===== config.mk =====
export PLATFORM = sky130hd
export DESIGN_NAME = pipelined_ripple_adder_flat
export DESIGN_NICKNAME = d
export VERILOG_FILES = /design/src/rtl/pipelined_ripple_adder_if.sv /design/src/rtl/pipelined_ripple_adder.sv /design/src/flat_wrapper.sv
export SDC_FILE = /design/constraint.sdc
export NUM_CORES = 1
export LEC_CHECK = 0
export CORE_MARGIN = 2
export CORE_UTILIZATION = 59
export CTS_CLUSTER_DIAMETER = 100
export CTS_CLUSTER_SIZE = 40
export DETAILED_ROUTE_END_ITERATION = 16
export PLACE_DENSITY_LB_ADDON = 0.1
export SYNTH_ARGS = -nofsm -noshare
export SYNTH_HDL_FRONTEND = slang
export SYNTH_SLANG_ARGS = --single-unit

===== constraint.sdc =====
create_clock -name clk -period 7.7 [get_ports clk]
set_clock_uncertainty 0.05 [all_clocks]
set_input_delay 1.54 -clock clk [delete_from_list [all_inputs] [get_ports clk]]
set_output_delay 1.54 -clock clk [all_outputs]
set_load 0.05 [all_outputs]

===== src/rtl/pipelined_ripple_adder_if.sv =====
// Operand/result handshake bundle for the pipelined ripple adder.
// master = operand source and result sink; slave = the adder itself.
interface pipelined_ripple_adder_if #(
  parameter int WIDTH = 32
);
  logic             in_valid;
  logic             in_ready;
  logic [WIDTH-1:0] in1;
  logic [WIDTH-1:0] in2;
  logic             c_in;
  logic             sub;
  logic             out_valid;
  logic             out_ready;
  logic [WIDTH-1:0] sum;
  logic             c_out;
  logic             overflow;

  modport master (
    output in_valid, in1, in2, c_in, sub, out_ready,
    input  in_ready, out_valid, sum, c_out, overflow
  );

  modport slave (
    input  in_valid, in1, in2, c_in, sub, out_ready,
    output in_ready, out_valid, sum, c_out, overflow
  );
endinterface


===== src/rtl/pipelined_ripple_adder.sv =====
// WIDTH-bit add/subtract split into STAGES ripple slices, one slice per pipeline stage,
// with a valid/ready handshake and a global stall. WIDTH must be a multiple of STAGES.
module pipelined_ripple_adder #(
  parameter int WIDTH  = 32,
  parameter int STAGES = 4
) (
  input logic                     clk,
  input logic                     rst,
  pipelined_ripple_adder_if.slave bus
);
  localparam int SLICE = WIDTH / STAGES;

  logic adv;
  logic out_valid_int;

  // Whole pipe moves together: a held result freezes every stage, bubbles included.
  assign adv          = ~out_valid_int | bus.out_ready;
  assign bus.in_ready = adv;

  for (genvar k = 0; k < STAGES; k++) begin : stg
    localparam int LO   = k * SLICE;
    localparam int DONE = LO + SLICE;

    logic [WIDTH-LO-1:0] a_in;
    logic [WIDTH-LO-1:0] b_in;
    logic                c_in_k;
    logic                v_in;
    logic [SLICE:0]      cy;
    logic [SLICE-1:0]    p;
    logic [DONE-1:0]     s_nxt;
    logic [DONE-1:0]     s_r;
    logic                c_r;
    logic                v_r;

    if (k == 0) begin : g_first
      assign a_in   = bus.in1;
      assign b_in   = bus.sub ? ~bus.in2 : bus.in2;
      assign c_in_k = bus.c_in;
      assign v_in   = bus.in_valid;
      assign s_nxt  = p;
    end else begin : g_next
      assign a_in   = stg[k-1].g_ops.a_r;
      assign b_in   = stg[k-1].g_ops.b_r;
      assign c_in_k = stg[k-1].c_r;
      assign v_in   = stg[k-1].v_r;
      assign s_nxt  = {p, stg[k-1].s_r};
    end

    always_comb begin
      cy    = '0;
      cy[0] = c_in_k;
      for (int i = 0; i < SLICE; i++) begin
        cy[i+1] = (a_in[i] & b_in[i]) | (cy[i] & (a_in[i] ^ b_in[i]));
      end
      p = a_in[SLICE-1:0] ^ b_in[SLICE-1:0] ^ cy[SLICE-1:0];
    end

    always_ff @(posedge clk) begin
      if (rst) begin
        v_r <= 1'b0;
        s_r <= '0;
        c_r <= 1'b0;
      end else if (adv) begin
        v_r <= v_in;
        s_r <= s_nxt;
        c_r <= cy[SLICE];
      end
    end

    if (k < STAGES - 1) begin : g_ops
      // Only the slices not yet added travel forward.
      localparam int REM = WIDTH - DONE;
      logic [REM-1:0] a_r;
      logic [REM-1:0] b_r;

      always_ff @(posedge clk) begin
        if (rst) begin
          a_r <= '0;
          b_r <= '0;
        end else if (adv) begin
          a_r <= a_in[WIDTH-LO-1:SLICE];
          b_r <= b_in[WIDTH-LO-1:SLICE];
        end
      end
    end else begin : g_last
      logic ovf_r;

      always_ff @(posedge clk) begin
        if (rst) begin
          ovf_r <= 1'b0;
        end else if (adv) begin
          ovf_r <= cy[SLICE] ^ cy[SLICE-1];
        end
      end
    end
  end

  assign out_valid_int = stg[STAGES-1].v_r;
  assign bus.out_valid = out_valid_int;
  assign bus.sum       = out_valid_int ? stg[STAGES-1].s_r : '0;
  assign bus.c_out     = out_valid_int & stg[STAGES-1].c_r;
  assign bus.overflow  = out_valid_int & stg[STAGES-1].g_last.ovf_r;
endmodule


===== src/flat_wrapper.sv =====
// flat-port wrapper written by rule: the top's interface ports become plain ports
module pipelined_ripple_adder_flat 
#(
  parameter int WIDTH  = 32,
  parameter int STAGES = 4
)
  (clk, rst, bus_in_valid, bus_in1, bus_in2, bus_c_in, bus_sub, bus_out_ready, bus_in_ready, bus_out_valid, bus_sum, bus_c_out, bus_overflow);
  pipelined_ripple_adder_if #(.WIDTH(WIDTH)) bus_i ();
  input logic clk;
  input logic rst;
  input wire logic [$bits(bus_i.in_valid)-1:0] bus_in_valid;
  input wire logic [$bits(bus_i.in1)-1:0] bus_in1;
  input wire logic [$bits(bus_i.in2)-1:0] bus_in2;
  input wire logic [$bits(bus_i.c_in)-1:0] bus_c_in;
  input wire logic [$bits(bus_i.sub)-1:0] bus_sub;
  input wire logic [$bits(bus_i.out_ready)-1:0] bus_out_ready;
  output wire logic [$bits(bus_i.in_ready)-1:0] bus_in_ready;
  output wire logic [$bits(bus_i.out_valid)-1:0] bus_out_valid;
  output wire logic [$bits(bus_i.sum)-1:0] bus_sum;
  output wire logic [$bits(bus_i.c_out)-1:0] bus_c_out;
  output wire logic [$bits(bus_i.overflow)-1:0] bus_overflow;
  assign bus_i.in_valid = bus_in_valid;
  assign bus_i.in1 = bus_in1;
  assign bus_i.in2 = bus_in2;
  assign bus_i.c_in = bus_c_in;
  assign bus_i.sub = bus_sub;
  assign bus_i.out_ready = bus_out_ready;
  assign bus_in_ready = bus_i.in_ready;
  assign bus_out_valid = bus_i.out_valid;
  assign bus_sum = bus_i.sum;
  assign bus_c_out = bus_i.c_out;
  assign bus_overflow = bus_i.overflow;
  pipelined_ripple_adder #(.WIDTH(WIDTH), .STAGES(STAGES)) u_core (.clk(clk), .rst(rst), .bus(bus_i));
endmodule

==> flow_metrics.tcl <==
set metrics [dict create \
    status "finished, final reports clean" \
    cp_max_fo 124 \
    worst-endpoint-required_ps 6110 \
    slowest_stage "sky130_fd_sc_hd__clkdlybuf4s50_1" \
    wire_length_of_the_first_global_routing_pass_mm 25.4 \
    grt_start_max_net_pins 125 \
    dpl_cell_area_sq_mm 0.00870 \
    timing.critical_path.from_type "primary input" \
    tritoncts "built" \
    max_slew_violations 0 \
    htree_num_levels 4 \
    seqPwrFrac_pct 49.9 \
    placed_cells_incl_taps 1113 \
    synth_largest_type_area_fraction_pct 47.7 \
    clock_share_of_power_pct 40.4 \
    p_comb_share_pct 9.7 \
    timing.critical_path.slowest_cell_delay_ps 950 \
    synth_seq_area_share_pct 47.7 \
    cts_inserted_buffers 17 \
    max_freq_mhz 179 \
    synth.avg_cell_area_sq_um 8.62 \
    p_int_uw 1640 \
    core_sq_mm 0.0127 \
    final_area_sq_mm 0.00930 \
    grt_pass1_vias 5513 \
    slew_headroom_pct 35.0 \
    drt_wl_total_mm 15.2 \
    detail_route.iter0.violations 421 \
    average_wire_per_standard_cell_um 13.3 \
    yosysWarningCount 0 \
    area_occupied_by_multi_input_gates_sq_mm 0.00358 \
    die-area_sq_mm 0.0141 \
    place_congestion 0.809 \
    crit_path_cell_trace "clkdlybuf4s50_1, and2b_4, inv_6, clkdlybuf4s50_1" \
    final_net_count 1062 \
    total_switching_power_uw 481 \
    yosys-top-cells-area "sky130_fd_sc_hd__dfxtp_1 48%, sky130_fd_sc_hd__nand2_1 14%, sky130_fd_sc_hd__a21oi_1 9.3%" \
    postCtsHoldBufs 0 \
    stdcell_count 1144 \
    ant_nets 0 \
    synthesis.nets 1003 \
    hold_class "flip-flop to flip-flop" \
    min_cycle_time_layout_ps 5590 \
    via_count 5846 \
    post_cts_resize_count 0 \
    drive_gt1_share_pct 7.20 \
    drt_pass1_iterations 5 \
    initial_antenna_violation_count 0 \
    vias_per_cell 5.11 \
    cts.path.max_buffers 2 \
    worstSetupEndpointType "output pin" \
    clock_transition_at_the_registers_of_the_reported_paths_ps 60 \
    crit_top_cell "sky130_fd_sc_hd__clkdlybuf4s50_1" \
    tns_ps 0 \
    power.share.switching_pct 22.7 \
    total_power_uw 2120 \
    hold_viol_final 0 \
    post_cts_buffers 0 \
    insertion_delay_ps 420 \
    die_width_um 119 \
    buffer_ports.inserted 105 \
    worst_slack_ps 2110 \
    cts.sink_count 185 \
    post_synth_instance_area_sq_mm 0.00776 \
    worst_case_vdd_ir_drop_mv 0.145 \
    globalRouteTotalUtil_pct 22.0 \
    setup.worst_path.class "primary input to output pin" \
    tightest_slew_ps 975 \
    cap_violations 0 \
    io-pin-count 106 \
    yosysTopAreaCell "sky130_fd_sc_hd__dfxtp_1" \
    power.density_mw_per_mm2 228 \
    fp-row-count 41 \
    insertedDiodeCount 0 \
    syn_to_final_growth_pct 19.8 \
    pre_cts_ws_ps 2040 \
    detail_route.drc_violations 0 \
    final_critical_path_share_of_the_clock_period_pct 72.6 \
    synth-seq-cells 185 \
    initial_core_util_pct 61.0 \
    fillers 1015 \
    cts_root_buffer "sky130_fd_sc_hd__clkbuf_16" \
    detailed_place_hpwl_mm 9.82 \
    p_leak_uw 0.00356 \
    setup_repair_after_global_routing_missed_its_margin "false" \
    postSynthCellCount 901 \
    netlist-cell-type-count 18 \
    worst_ep_arrival_time_ps 4000 \
    register_area_sq_mm 0.00370 \
    setup_viol 0 \
    die_h_um 119 \
    gr-total-overflow 0 \
]
-- cell usage after synthesis --
master                       n
sky130_fd_sc_hd__and2b_1     1
sky130_fd_sc_hd__a211oi_1    5
sky130_fd_sc_hd__buf_2      29
sky130_fd_sc_hd__inv_2       1
sky130_fd_sc_hd__and2_1     34
sky130_fd_sc_hd__nand2_1   290
sky130_fd_sc_hd__buf_4       7
sky130_fd_sc_hd__a21oi_1   145
sky130_fd_sc_hd__dfxtp_1   185
sky130_fd_sc_hd__nor2_1     41
sky130_fd_sc_hd__buf_6       5
sky130_fd_sc_hd__a211oi_2   34
sky130_fd_sc_hd__inv_1      31
sky130_fd_sc_hd__xnor2_1    29
sky130_fd_sc_hd__fa_1       32
sky130_fd_sc_hd__buf_1       1
sky130_fd_sc_hd__xor2_1      4
sky130_fd_sc_hd__clkbuf_1   27
-- worst max-delay path, delay by kind of cell --
| kind | cells | cell delay (ps) |
|---|---|---|
| buf+inv | 3 | 2060 |
| simple gates | 1 | 350 |
-- per-layer routing --
metal	global-route usage [%]	up-vias	wire length, um	part of all wire, %
li1	-	2980	-	-
met1	31.0	2726	7280	48
met2	34.8	127	7090	47
met3	4.34	13	721	4.7
met4	6.03	0	139	0.91
met5	0	-	0	0
-- cells by family after synthesis --
| group | after synthesis | share of synthesized area, % |
|---|---|---|
| compound gates | 184 | 15.3 |
| xor+xnor | 33 | 3.72 |
| fa+ha+maj | 32 | 8.25 |
| buf+inv | 101 | 6.17 |
| flops | 185 | 47.7 |
| simple gates | 366 | 18.8 |
-- registers in the layout, summed over array words and instances (netlist names) --
signal                   cells
u_core.stg.v_r               3
u_core.bus.out_valid         1
u_core.stg.g_ops.b_r        48
u_core.stg.g_ops.a_r        48
u_core.stg.g_last.ovf_r      1
u_core.stg.c_r               4
u_core.stg.s_r              80
-- through the flow --
step / hold WS, ps / util (%)
global placement: 387 / 68.4
CTS: 398 / 73.1
detailed placement: 391 / 68.4
global route: 416 / 73.1
floorplan: 377 / -
finish: 394 / 73.1
-- placed cells by master (no fill, tap or decap) --
| cell type | count |
|---|---|
| sky130_fd_sc_hd__nand2_1 | 290 |
| sky130_fd_sc_hd__dfxtp_1 | 185 |
| sky130_fd_sc_hd__a21oi_1 | 145 |
| sky130_fd_sc_hd__clkdlybuf4s50_1 | 103 |
| sky130_fd_sc_hd__nor2_1 | 41 |
| sky130_fd_sc_hd__and2_1 | 34 |
| sky130_fd_sc_hd__a211oi_2 | 34 |
| sky130_fd_sc_hd__fa_1 | 32 |
| sky130_fd_sc_hd__inv_1 | 31 |
| sky130_fd_sc_hd__xnor2_1 | 29 |
| sky130_fd_sc_hd__clkbuf_16 | 17 |
| sky130_fd_sc_hd__a211oi_1 | 5 |
| sky130_fd_sc_hd__clkbuf_8 | 5 |
| sky130_fd_sc_hd__xor2_1 | 4 |
| sky130_fd_sc_hd__buf_4 | 4 |
| sky130_fd_sc_hd__clkbuf_1 | 3 |
| sky130_fd_sc_hd__bufinv_16 | 2 |
| sky130_fd_sc_hd__clkinv_4 | 2 |
| sky130_fd_sc_hd__clkinv_2 | 2 |
| sky130_fd_sc_hd__and2b_4 | 1 |
| sky130_fd_sc_hd__inv_6 | 1 |
| sky130_fd_sc_hd__buf_2 | 1 |
| sky130_fd_sc_hd__buf_6 | 1 |
-- cell type report --
cell class                 instances  area share (%)
clock buffer                      25            5.44
sequential                       185            39.8
timing repair buffer             109            11.6
multi-input combinational        615            38.5
clock inverter                     6           0.942
tap                              172            2.31
inverter                          32            1.35
-- worst paths after layout --
check                             start                          to  slack (ps)  cells past startpoint
min               u_core.stg[3].s_r[27]       u_core.stg[3].s_r[27]         390                      2
max reg2reg  u_core.stg[2].g_ops.b_r[0]  u_core.stg[3].g_last.ovf_r        3430                     14
max                       bus_out_ready                bus_in_ready        2110                      4
min reg2reg       u_core.stg[3].s_r[27]       u_core.stg[3].s_r[27]         390                      2
-- power by group through the flow --
stage	Sequential, uW	Combinational (uW)	Clock (uW)
CTS	1060	206	872
global route	1070	231	907
floorplan	1070	138	0
detailed placement	1080	203	0
global placement	1080	198	0
finish	1060	206	858
Note: power is estimated with default switching activity, not from simulation.
